===== config.mk =====
export PLATFORM = sky130hd
export DESIGN_NAME = field_line_tracker
export DESIGN_NICKNAME = d
export VERILOG_FILES = /design/src/rtl/video_timing_pkg.sv /design/src/rtl/sync_edge_detect.sv /design/src/rtl/field_line_tracker.sv
export SDC_FILE = /design/constraint.sdc
export NUM_CORES = 1
export LEC_CHECK = 0
export BUFFER_PORTS_ARGS = -buffer_cell sky130_fd_sc_hd__buf_2
export CORE_ASPECT_RATIO = 0.8
export CORE_MARGIN = 2
export CORE_UTILIZATION = 57
export CTS_CLUSTER_SIZE = 10
export DETAILED_ROUTE_END_ITERATION = 10
export GPL_TIMING_DRIVEN = 0
export PLACE_DENSITY = 0.8
export SYNTH_ARGS = -nofsm -noshare
export SYNTH_HDL_FRONTEND = slang
export SYNTH_HIERARCHICAL = 1
export SYNTH_SLANG_ARGS = --single-unit

===== constraint.sdc =====
create_clock -name pixelClockX6 -period 6.35 [get_ports pixelClockX6]
set_input_delay 0.3175 -clock pixelClockX6 [delete_from_list [all_inputs] [get_ports pixelClockX6]]
set_output_delay 0.3175 -clock pixelClockX6 [all_outputs]
set_load 0.03 [all_outputs]

===== src/rtl/video_timing_pkg.sv =====
// Shared DPI video timing defaults, counter widths and lock-state encoding.
package video_timing_pkg;

    localparam int H_TOTAL_DEF         = 864;
    localparam int FIELD_LINES_MIN_DEF = 311;
    localparam int FIELD_LINES_MAX_DEF = 314;

    localparam int PIXEL_W = 11;
    localparam int LINE_W  = 10;

    typedef enum logic [1:0] {
        SEARCH = 2'd0,
        TRACK  = 2'd1,
        LOCKED = 2'd2
    } lock_state_e;

    // A vSync arriving near a line boundary marks an odd field; mid-line marks even.
    function automatic logic vsync_parity(input logic [PIXEL_W-1:0] pc,
                                          input logic [PIXEL_W-1:0] lo,
                                          input logic [PIXEL_W-1:0] hi);
        return (pc < lo) || (pc >= hi);
    endfunction

endpackage


===== src/rtl/sync_edge_detect.sv =====
// Rising-edge detector that samples its input only on enabled cycles.
module sync_edge_detect (
    input  logic clk,
    input  logic reset,
    input  logic en,
    input  logic sig_in,
    output logic rise
);

    logic prev_q;
    logic prev_d;

    always_comb begin
        prev_d = prev_q;
        if (en) begin
            prev_d = sig_in;
        end
    end

    always_ff @(posedge clk) begin
        if (reset) begin
            prev_q <= 1'b0;
        end else begin
            prev_q <= prev_d;
        end
    end

    assign rise = en & sig_in & ~prev_q;

endmodule


===== src/rtl/field_line_tracker.sv =====
// Tracks pixel/line position and interlaced field parity of a DPI stream and
// reports lock once alternating fields of legal length are seen.
// Optional debug port lastFieldLines is enabled by FIELD_LINE_TRACKER_DEBUG_EN.
//
// state  | meaning
// SEARCH | no field reference; next vSync starts a measurement
// TRACK  | one field boundary seen; waiting for a matching second field
// LOCKED | field sequence confirmed; locked output high
module field_line_tracker
    import video_timing_pkg::*;
#(
    parameter int H_TOTAL         = H_TOTAL_DEF,
    parameter int FIELD_LINES_MIN = FIELD_LINES_MIN_DEF,
    parameter int FIELD_LINES_MAX = FIELD_LINES_MAX_DEF
) (
    input  logic               pixelClockX6,
    input  logic               reset,
    input  logic               pixelClockX1_en,
    input  logic               hSync,
    input  logic               vSync,
    output logic [LINE_W-1:0]  fieldLine,
    output logic               isFieldOdd,
    output logic [PIXEL_W-1:0] pixelCount,
    output logic               locked
`ifdef FIELD_LINE_TRACKER_DEBUG_EN
    ,
    output logic [LINE_W-1:0]  lastFieldLines
`endif
);

    localparam logic [PIXEL_W-1:0] ODD_LO    = PIXEL_W'(H_TOTAL / 4);
    localparam logic [PIXEL_W-1:0] ODD_HI    = PIXEL_W'((3 * H_TOTAL) / 4);
    localparam logic [PIXEL_W-1:0] LINES_MIN = PIXEL_W'(FIELD_LINES_MIN);
    localparam logic [PIXEL_W-1:0] LINES_MAX = PIXEL_W'(FIELD_LINES_MAX);
    localparam logic [PIXEL_W-1:0] PIXEL_SAT = '1;
    localparam logic [LINE_W-1:0]  LINE_SAT  = '1;

    logic h_rise;
    logic v_rise;

    sync_edge_detect u_hsync_edge (
        .clk    (pixelClockX6),
        .reset  (reset),
        .en     (pixelClockX1_en),
        .sig_in (hSync),
        .rise   (h_rise)
    );

    sync_edge_detect u_vsync_edge (
        .clk    (pixelClockX6),
        .reset  (reset),
        .en     (pixelClockX1_en),
        .sig_in (vSync),
        .rise   (v_rise)
    );

    logic [PIXEL_W-1:0] pixel_count_q, pixel_count_d;
    logic [LINE_W-1:0]  field_line_q,  field_line_d;
    logic               field_odd_q,   field_odd_d;
    logic               locked_q,      locked_d;
    lock_state_e        state_q,       state_d;

    logic [PIXEL_W-1:0] line_count;
    logic [LINE_W-1:0]  line_inc;
    logic               new_odd;
    logic               count_ok;
    logic               parity_ok;

    always_comb begin
        pixel_count_d = pixel_count_q;
        field_line_d  = field_line_q;
        field_odd_d   = field_odd_q;
        state_d       = state_q;

        line_count = {1'b0, field_line_q} + PIXEL_W'(1);
        line_inc   = (field_line_q == LINE_SAT) ? field_line_q : field_line_q + LINE_W'(1);
        // Coincident edges are judged as if the line had just restarted.
        new_odd    = h_rise ? 1'b1 : vsync_parity(pixel_count_q, ODD_LO, ODD_HI);
        count_ok   = (line_count >= LINES_MIN) && (line_count <= LINES_MAX);
        parity_ok  = (new_odd != field_odd_q);

        if (pixelClockX1_en) begin
            if (h_rise) begin
                pixel_count_d = '0;
            end else if (pixel_count_q != PIXEL_SAT) begin
                pixel_count_d = pixel_count_q + PIXEL_W'(1);
            end

            if (v_rise) begin
                field_line_d = '0;
                field_odd_d  = new_odd;
            end else if (h_rise) begin
                field_line_d = line_inc;
            end

            case (state_q)
                SEARCH: begin
                    if (v_rise) begin
                        state_d = TRACK;
                    end
                end
                TRACK: begin
                    if (v_rise && parity_ok && count_ok) begin
                        state_d = LOCKED;
                    end
                end
                LOCKED: begin
                    if (v_rise) begin
                        if (!(parity_ok && count_ok)) begin
                            state_d = SEARCH;
                        end
                    end else if (h_rise && ({1'b0, line_inc} > LINES_MAX)) begin
                        state_d = SEARCH;
                    end
                end
                default: state_d = SEARCH;
            endcase
        end

        locked_d = (state_d == LOCKED);
    end

`ifdef FIELD_LINE_TRACKER_DEBUG_EN
    logic [LINE_W-1:0] last_lines_q, last_lines_d;

    always_comb begin
        last_lines_d = last_lines_q;
        if (v_rise) begin
            last_lines_d = line_count[LINE_W-1:0];
        end
    end

    always_ff @(posedge pixelClockX6) begin
        if (reset) begin
            last_lines_q <= '0;
        end else begin
            last_lines_q <= last_lines_d;
        end
    end

    assign lastFieldLines = last_lines_q;
`endif

    always_ff @(posedge pixelClockX6) begin
        if (reset) begin
            pixel_count_q <= '0;
            field_line_q  <= '0;
            field_odd_q   <= 1'b0;
            locked_q      <= 1'b0;
            state_q       <= SEARCH;
        end else begin
            pixel_count_q <= pixel_count_d;
            field_line_q  <= field_line_d;
            field_odd_q   <= field_odd_d;
            locked_q      <= locked_d;
            state_q       <= state_d;
        end
    end

    assign pixelCount = pixel_count_q;
    assign fieldLine  = field_line_q;
    assign isFieldOdd = field_odd_q;
    assign locked     = locked_q;

endmodule


# --- Yosys cells after proc, flatten, opt, wreduce, memory -nomap -nowiden ---
# Cells that the tools add are included.
word_totals:
  ff_bits: 27
  inputBits: 5
  out_inout_bits: 23
  wordCells: 52
classes:
  addsub: 3
  magnitude_cmp: 5
  n_eq_ne: 6
  muxes: 13
  bitwise: 6
  n_reduce_logical: 12
op_table:
  columns: ["cell", "n"]
  rows:
  - ["two-way mux 10 bit", 3]
  - ["two-way mux 11 bit", 2]
  - ["two-way mux 2 bit", 6]
  - ["adder 10 x 1 -> 11 bit, second input constant", 1]
  - ["adder 11 x 1 -> 11 bit, second input constant", 1]
  - ["greater-or-equal comparator 11 x 10 -> 1 bit, second input constant", 1]
  - ["greater-or-equal comparator 11 x 9 -> 1 bit, second input constant", 1]
  - ["<= comparator 11 x 9 -> 1 bit, second input constant", 1]
  - ["less-than comparator 11 x 8 -> 1 bit, second input constant", 1]
  - ["inequality test 11 bit, second input constant", 1]
  - ["adder 10 x 1 -> 10 bit, second input constant", 1]
  - ["equality test 10 bit, second input constant", 1]
  - ["> comparator 10 x 9 -> 1 bit, second input constant", 1]
  - ["one-hot mux 2 bit (3 select lines)", 1]
  - ["AND reduction 2 bit", 3]
  - ["logical AND 1 bit", 5]
  - ["AND 1 bit", 4]
  - ["equality test 2 bit, second input constant", 2]
  - ["nonzero test 2 bit", 2]
  - ["equality test 2 x 1 -> 1 bit, second input constant", 1]
  - ["logical NOT 2 bit", 1]
  - ["inverter 1 bit", 2]
  - ["logical OR 1 bit", 1]
  - ["two-way mux 1 bit", 1]
  - ["inequality test 1 bit", 1]

# --- Logic depth before layout (Yosys ltp) ---
# Gate-level depths: netlist of run 1.
depth:
  depth_word: 10
  ltp_mapped: 9
  mapped_depth_nobuf: 8

# --- By module ---
# Netlist of run 1, hierarchy kept.
by_module_without_submodules:
  columns: ["mod", "instances", "cells_each", "area_per_inst_um2", "seq_area_each_um2"]
  rows:
  - ["field_line_tracker", 1, 241, 1841.8, 500.5]
  - ["sync_edge_detect", 2, 5, 42.5, 20.0]

# --- Worst setup path after synthesis of run 1 ---
# Ideal clock, no wire load.
synth_timing:
  kind: "register to register"
  from: "register field_line_q[0], in the netlist fieldLine[0]"
  to: "register state_q[0]"
  setup_ps: 115
  arrival_time_ps: 2165
  required_ps: 6235
  slack_ps: 4070
  stages_incl_launch_ff: 10
  n_path_buf: 1
  synth_period_minus_slack_ps: 2280
  cell_sequence: "dfxtp_1 -> buf_4 -> inv_1 -> ha_1 -> o21ba_1 -> o311ai_0 -> o32ai_1 -> mux2i_1 -> nand3_1 -> o21a_1"
synth_between:
  elab_chain_cells: 8
  word_cells_on_any_way: 17
  classes_between: "2 x add/sub; 3 x order compare; 1 x eq/ne; 7 x mux; 4 x reduce/logical"
synth_rtl:
  columns: ["element", "line", "text"]
  rows:
  - ["from (decl)", "field_line_tracker.sv:58", "logic [LINE_W-1:0] field_line_q, field_line_d;"]
  - ["from (signal assigned)", "field_line_tracker.sv:153", "field_line_q <= field_line_d;"]
  - ["adder 10 x 1 -> 10 bit (tied with other cells)", "field_line_tracker.sv:76", "line_inc = (field_line_q == LINE_SAT) ? field_line_q : field_line_q + LINE_W'(1);"]
  - ["two-way mux 10 bit (tied with other cells)", "field_line_tracker.sv:76", null]
  - ["> comparator 10 x 9 -> 1 bit / logical AND 1 bit (equally long branches)", "field_line_tracker.sv:112, field_line_tracker.sv:79", null]
  - ["logical AND 1 bit (on tied branches)", "field_line_tracker.sv:112, field_line_tracker.sv:109", null]
  - ["two-way mux 2 bit (on tied branches)", "field_line_tracker.sv:112, field_line_tracker.sv:109", null]
  - ["two-way mux 2 bit", "field_line_tracker.sv:108", "if (v_rise) begin"]
  - ["one-hot mux 2 bit (3 select lines) (*)", "field_line_tracker.sv:96", "case (state_q)"]
  - ["two-way mux 2 bit (*)", "field_line_tracker.sv:82", "if (pixelClockX1_en) begin"]
  - ["to (signal assigned)", "field_line_tracker.sv:156", "state_q <= state_d;"]
  - ["to (decl)", "field_line_tracker.sv:61", "lock_state_e state_q, state_d;"]
# Mark *: on every way between the ends. The rest lies on a longest branch, timed or not.
# A chain may end at the register's enable or synchronous reset.

# --- Worst setup path in the final report of run 1 ---
# Ends and elaborated chain as after synthesis.

==> flow_summary.ini, run 1 <==
[outcome]
status = finished, final reports clean

[layout]
antennaDiodeCount = 0
num-nets-final = 293
syn_to_final_growth_pct = 11.95
final_cell_area_um2 = 2157
drive_gt1_frac = 0.2092

[die]
die_w_um = 69.01
rows = 18
initial_utilization = 0.6111
ioPinCount = 28
core-area_um2 = 3153
fp.dieArea_um2 = 3865
die_y_um = 56.01

[logic_synthesis]
yosysSeqAreaShare = 0.2805
synth.net_count = 261
synth_ff_type = dfxtp_1
yosys-top-cells-area = dfxtp_1, a21oi_1, nor2_1, ha_1, nor3_1
synthDistinctLibCells = 59
ys_ff_latch = 27
synth_top_cell_by_area = dfxtp_1
postSynthAreaPerCell_um2 = 7.677
syn_inst = 251
synth_top_area_frac = 0.2805
synth_edf_count = 0
synthesis.area_um2 = 1927
async_flop_share = 0
yosys_warnings = 6

[critical_path]
crit_chain = buf_4, inv_1, ha_1, o21ba_1, o311ai_0, o32ai_1, mux2i_1, nand3_1, o21a_1
start_kind = flop
setup.worst_path.start = fieldLine[0]
crit_fanout = 10
critPathCaptureType = flop
crit_required_ps = 6520
reg2reg_from = fieldLine[0]
crit_family = compound AO/OA/AOI/OAI gates
slowest_delay_ps = 460
arrival_ps = 2640
critical_path_class = flop to flop
critical-path-slowest-cell = dfxtp_1
path_buf_inv = 2

[sta]
rsz0062_at_grt = false
hold_violations = 0
finalMaxSlewViolations = 0
tns_ps = 0
fmax_mhz = 406.0
relSlewSlack = 0.5431
fin_crit_ps = 2463
final-setup-viol-count = 0
post-route-period-util = 0.3879
clock-skew-final_ps = 7.816
tightest_slew_ps = 680.8

[clocking]
htree_levels = 1
cts_hold_buf = 0
ctsResizeCount = 0
cts_sinks = 27
clock_latency_ps = 270
clkTransAtPathRegs_ps = 90
cts-buffers-inserted = 3
cts_max_path_buffers = 2
cts_tree = built
root_buffer = clkbuf_8
post_cts_buffers = 0

[placement]
place_congestion = 0.9450
placement.cell_area_um2 = 2112
place_hpwl_mm = 3.321
io_buffer_count = 27

[route]
drc = 0
dr_total_vias = 1885
ant_nets = 0
firstDrtPassIters = 5
vias_per_cell = 5.854
drt_iter0_drc = 182
wl_mm = 4.505
wl_per_cell_um = 13.99

[power]
leakagePower_nw = 0.8687
power.density_nw_per_um2 = 140.1
vdd.ir_drop.worst_v = 0.0001932

[grt]
antenna_found_initial = 0
grt_pass1_vias = 1639
grt_max_degree = 15
grt_usage = 0.2319
grt_overflow = 0
grt_pass1_wl_mm = 7.458

[min_path]
min_from = reset
hold_path.class = primary input to flop

[job]
cap_violations = 0
## path summary, 6_finish.rpt
check	to	slack [ps]	cells past startpoint
worst max-delay path	state_q[0]	3890	9
worst min-delay path	u_vsync_edge/prev_q	230	2
worst max register to register	state_q[0]	3890	9
worst min register to register	u_hsync_edge/prev_q	490	2
## cells in the mapped netlist (3+ instances only)
cell type and number:
xor2_1 3, dfxtp_1 27, ha_1 5, a21oi_1 31, nand2_1 14, a211oi_1 4
nand2b_1 6, and3_1 3, buf_4 5, nand3_1 10, a21o_1 5, nor3b_1 5
o21ai_1 6, nor2_1 31, xnor2_1 3, clkbuf_1 6, nor4_1 3, buf_2 5
o21ai_0 10, nor3_1 11, buf_6 3, inv_1 7, or3_1 3
## where the power goes
part / internal, mW / leakage (nW) / switching, mW / total [mW]
logic: 0.0112 / 0.627 / 0.0206 / 0.0317
clock network: 0.0449 / 0.0228 / 0.0507 / 0.0957
registers: 0.172 / 0.218 / 0.00300 / 0.175
## area by class of cell
cell class | instances | area [um2]
inverters | 8 | 30.03
repair buffers | 27 | 135.1
flip-flops and latches | 27 | 540.5
fillers | 301 | 996.0
multi-input cells | 197 | 1237
clock buffers | 4 | 45.04
plain buffers | 19 | 118.9
well taps | 40 | 50.05
## logic make-up after synthesis
logic type	count (synthesis)	share of synthesized area
simple gates	107	0.3111
compound gates	78	0.2662
buf+inv	27	0.07727
flops	27	0.2805
mux	1	0.005195
xor+xnor	6	0.02728
fa+ha+maj	5	0.03247
## registers in the layout, indices dropped and copies added, names as in the netlist
| signal | cells |
|---|---|
| pixelCount | 11 |
| fieldLine | 10 |
| isFieldOdd | 1 |
| u_hsync_edge/prev_q | 1 |
| locked | 1 |
| state_q | 2 |
| u_vsync_edge/prev_q | 1 |
## per-layer routing
layer	track usage	up-vias	routed length [um]
li1	-	966	-
met3	0.04167	2	274
met5	0	-	0
met4	0.05602	0	24
met2	0.3365	63	1888
met1	0.3518	854	2317
## layout by cell type, fill, tap and decap left out, types with 3 or more instances in the layout
cell	count
and3_1	3
o21ai_1	6
nor2_1	31
buf_6	3
a211oi_1	4
or3_1	3
inv_1	7
xnor2_1	3
buf_2	32
xor2_1	3
nor3b_1	5
nand2_1	14
dfxtp_1	27
nor3_1	11
clkbuf_8	3
nand3_1	10
a21oi_1	31
o21ai_0	10
nand2b_1	6
ha_1	5
clkbuf_1	7
nor4_1	3
a21o_1	5
buf_4	5
## metrics by stage
| stage | hold slack (ps) | total power [mW] | cells | worst slack (ps) | util |
|---|---|---|---|---|---|
| floorplan | 379.9 | 0.2011 | 251 | 4070 | - |
| global placement | 470.6 | 0.2100 | 318 | 3990 | 0.6698 |
| detailed placement | 479.2 | 0.2105 | 318 | 3919 | 0.6698 |
| CTS | 224.0 | 0.3061 | 322 | 3905 | 0.6841 |
| global route | 236.5 | 0.3151 | 322 | 3764 | 0.6841 |
| finish | 230.8 | 0.3023 | 322 | 3887 | 0.6841 |
Note: power is estimated with default switching activity, not from simulation.
==> run 2: changes to the inputs <==
CORE_UTILIZATION = 51   (was 57)
PLACE_DENSITY = 0.75   (was 0.8)
clock period = 2.25 ns   (was 6.35 ns; I/O delays follow)
==> flow_summary.ini, run 2 (same netlist as run 1, synthesis figures left out) <==
[outcome]
status = finished, final reports clean

[route]
top_layer = met4
wl_mm = 4.806
dr_total_vias = 1923
wl_met1_mm = 2.406
firstDrtPassIters = 4
vias_per_cell = 5.935
drc = 0
drt_iter0_drc = 177
dr_wl_met3_um = 336
wl_per_cell_um = 14.83
dr_wl_met2_mm = 2.040
ant_nets = 0

[layout]
antennaDiodeCount = 0
stdcell_count = 324
layout_common_cells = buf_2, nor2_1, a21oi_1, dfxtp_1, nand2_1
fill_cells = 325
multi_input_area_um2 = 1272
final_common_cell = buf_2
num-nets-final = 293
largest_reg_flops = 11
drive_gt1_frac = 0.2340
post-route-util = 0.6262
syn_to_final_growth_pct = 14.35
seq_area_um2 = 545.5

[grt]
grt_max_degree = 15
grt_usage = 0.2323
grt_overflow = 0
grt_pass1_wl_mm = 7.859
antenna_found_initial = 0
grt_pass1_vias = 1663

[critical_path]
r2r-end = state_q[0]
slowest_delay_ps = 390
start_kind = flop
setup.worst_path.start = fieldLine[0]
crit_fanout = 10
critPathCaptureType = flop
r2r_setup_slack_ps = 100
reg2reg_from = fieldLine[0]
cp-endpoint = state_q[0]
crit_required_ps = 2420
worstRegToRegCells = 8
critical_path_class = flop to flop
critical-path-slowest-cell = dfxtp_4
crit_chain = ha_1, buf_4, and3_1, nand3b_1, a311oi_2, mux2i_1, nand3_1, o21a_1
arrival_ps = 2330

[die]
initial_utilization = 0.5477
die_w_um = 72.72
ioPinCount = 28
die_y_um = 58.98
core-area_um2 = 3518
rows = 19
fp.dieArea_um2 = 4289

[power]
vdd.ir_drop.worst_v = 0.0002764
leakagePower_nw = 0.8754
power.density_nw_per_um2 = 388.7

[clocking]
cts_max_path_buffers = 2
post_cts_buffers = 0
cts_sinks = 27
cts_tree = built
clock_latency_ps = 270
clkTransAtPathRegs_ps = 90
cts-buffers-inserted = 3
htree_levels = 1
root_buffer = clkbuf_8

[placement]
dp.cells = 320
place_congestion = 0.8993
place_hpwl_mm = 3.485
io_buffer_count = 27

[sta]
post-route-period-util = 0.9564
hold_violations = 0
finalMaxSlewViolations = 0
tightest_slew_ps = 770.1
tns_ps = 0
relSlewSlack = 0.4832
clock-skew-final_ps = 1.543
fmax_mhz = 464.7
fin_crit_ps = 2152
final-setup-viol-count = 0

[job]
cap_violations = 0

[min_path]
hold_path.class = primary input to flop
## run 2: how the worst min path moves through the flow
stage,slack (ps),cells past startpoint,to,from
finish,30,2,u_hsync_edge/prev_q,reset
global route,20,2,u_hsync_edge/prev_q,reset
CTS,20,2,u_hsync_edge/prev_q,reset
detailed placement,320,2,u_hsync_edge/prev_q,reset
global placement,310,2,u_hsync_edge/prev_q,reset
floorplan,170,1,u_hsync_edge/prev_q,reset
## run 2: area by class of cell
cell class / instances / share of cell area
Buffer: 19 / 0.05565
Clock buffer: 4 / 0.02044
Inverter: 8 / 0.01363
Multi-Input combinational cell: 197 / 0.5775
Sequential cell: 27 / 0.2476
Tap cell: 42 / 0.02385
Timing Repair Buffer: 27 / 0.06133
## run 2: worst max-delay path: cells and delay by family (launching register included)
| family | cells | cell delay [ps] |
|---|---|---|
| AOI/OAI and AO/OA | 2 | 480 |
| adders and majority gates | 1 | 180 |
| buffers and inverters | 1 | 190 |
| DFF | 1 | 390 |
| muxes | 1 | 300 |
| and+or+nand+nor | 3 | 500 |
## run 2: where the power goes
group	internal [mW]	leakage, nW	switching (mW)
Sequential	0.484	0.220	0.00891
Combinational	0.0332	0.633	0.0600
Clock	0.127	0.0228	0.143
Total	0.644	0.875	0.212
## run 2: layer usage
layer  up-vias  global-route usage
met1       883              0.3601
met4         0             0.04762
met2        69              0.3299
met3         2             0.04932
met5         -                   0
li1        969                   -
## run 2: through the flow
stage / area (um2) / worst slack, ps / power (mW) / hold WS, ps
2_1_floorplan: 1928 / 122.5 / 0.5676 / 174.9
3_3_place_gp: 2116 / -12.40 / 0.5930 / 312.0
3_5_place_dp: 2116 / -23.89 / 0.5943 / 315.9
4_1_cts: 2161 / 21.22 / 0.8628 / 24.70
5_1_grt: 2203 / -3.167 / 0.8963 / 17.32
6_report: 2203 / 98.21 / 0.8565 / 25.12
## run 2: timing repair
action / CTS / global route
pin swaps: 0 / 0
hold buffers: 0 / 0
endpoints found under the hold margin: 0 / 0
setup endpoints to repair: 3 / 3
resized for setup: 1 / 8
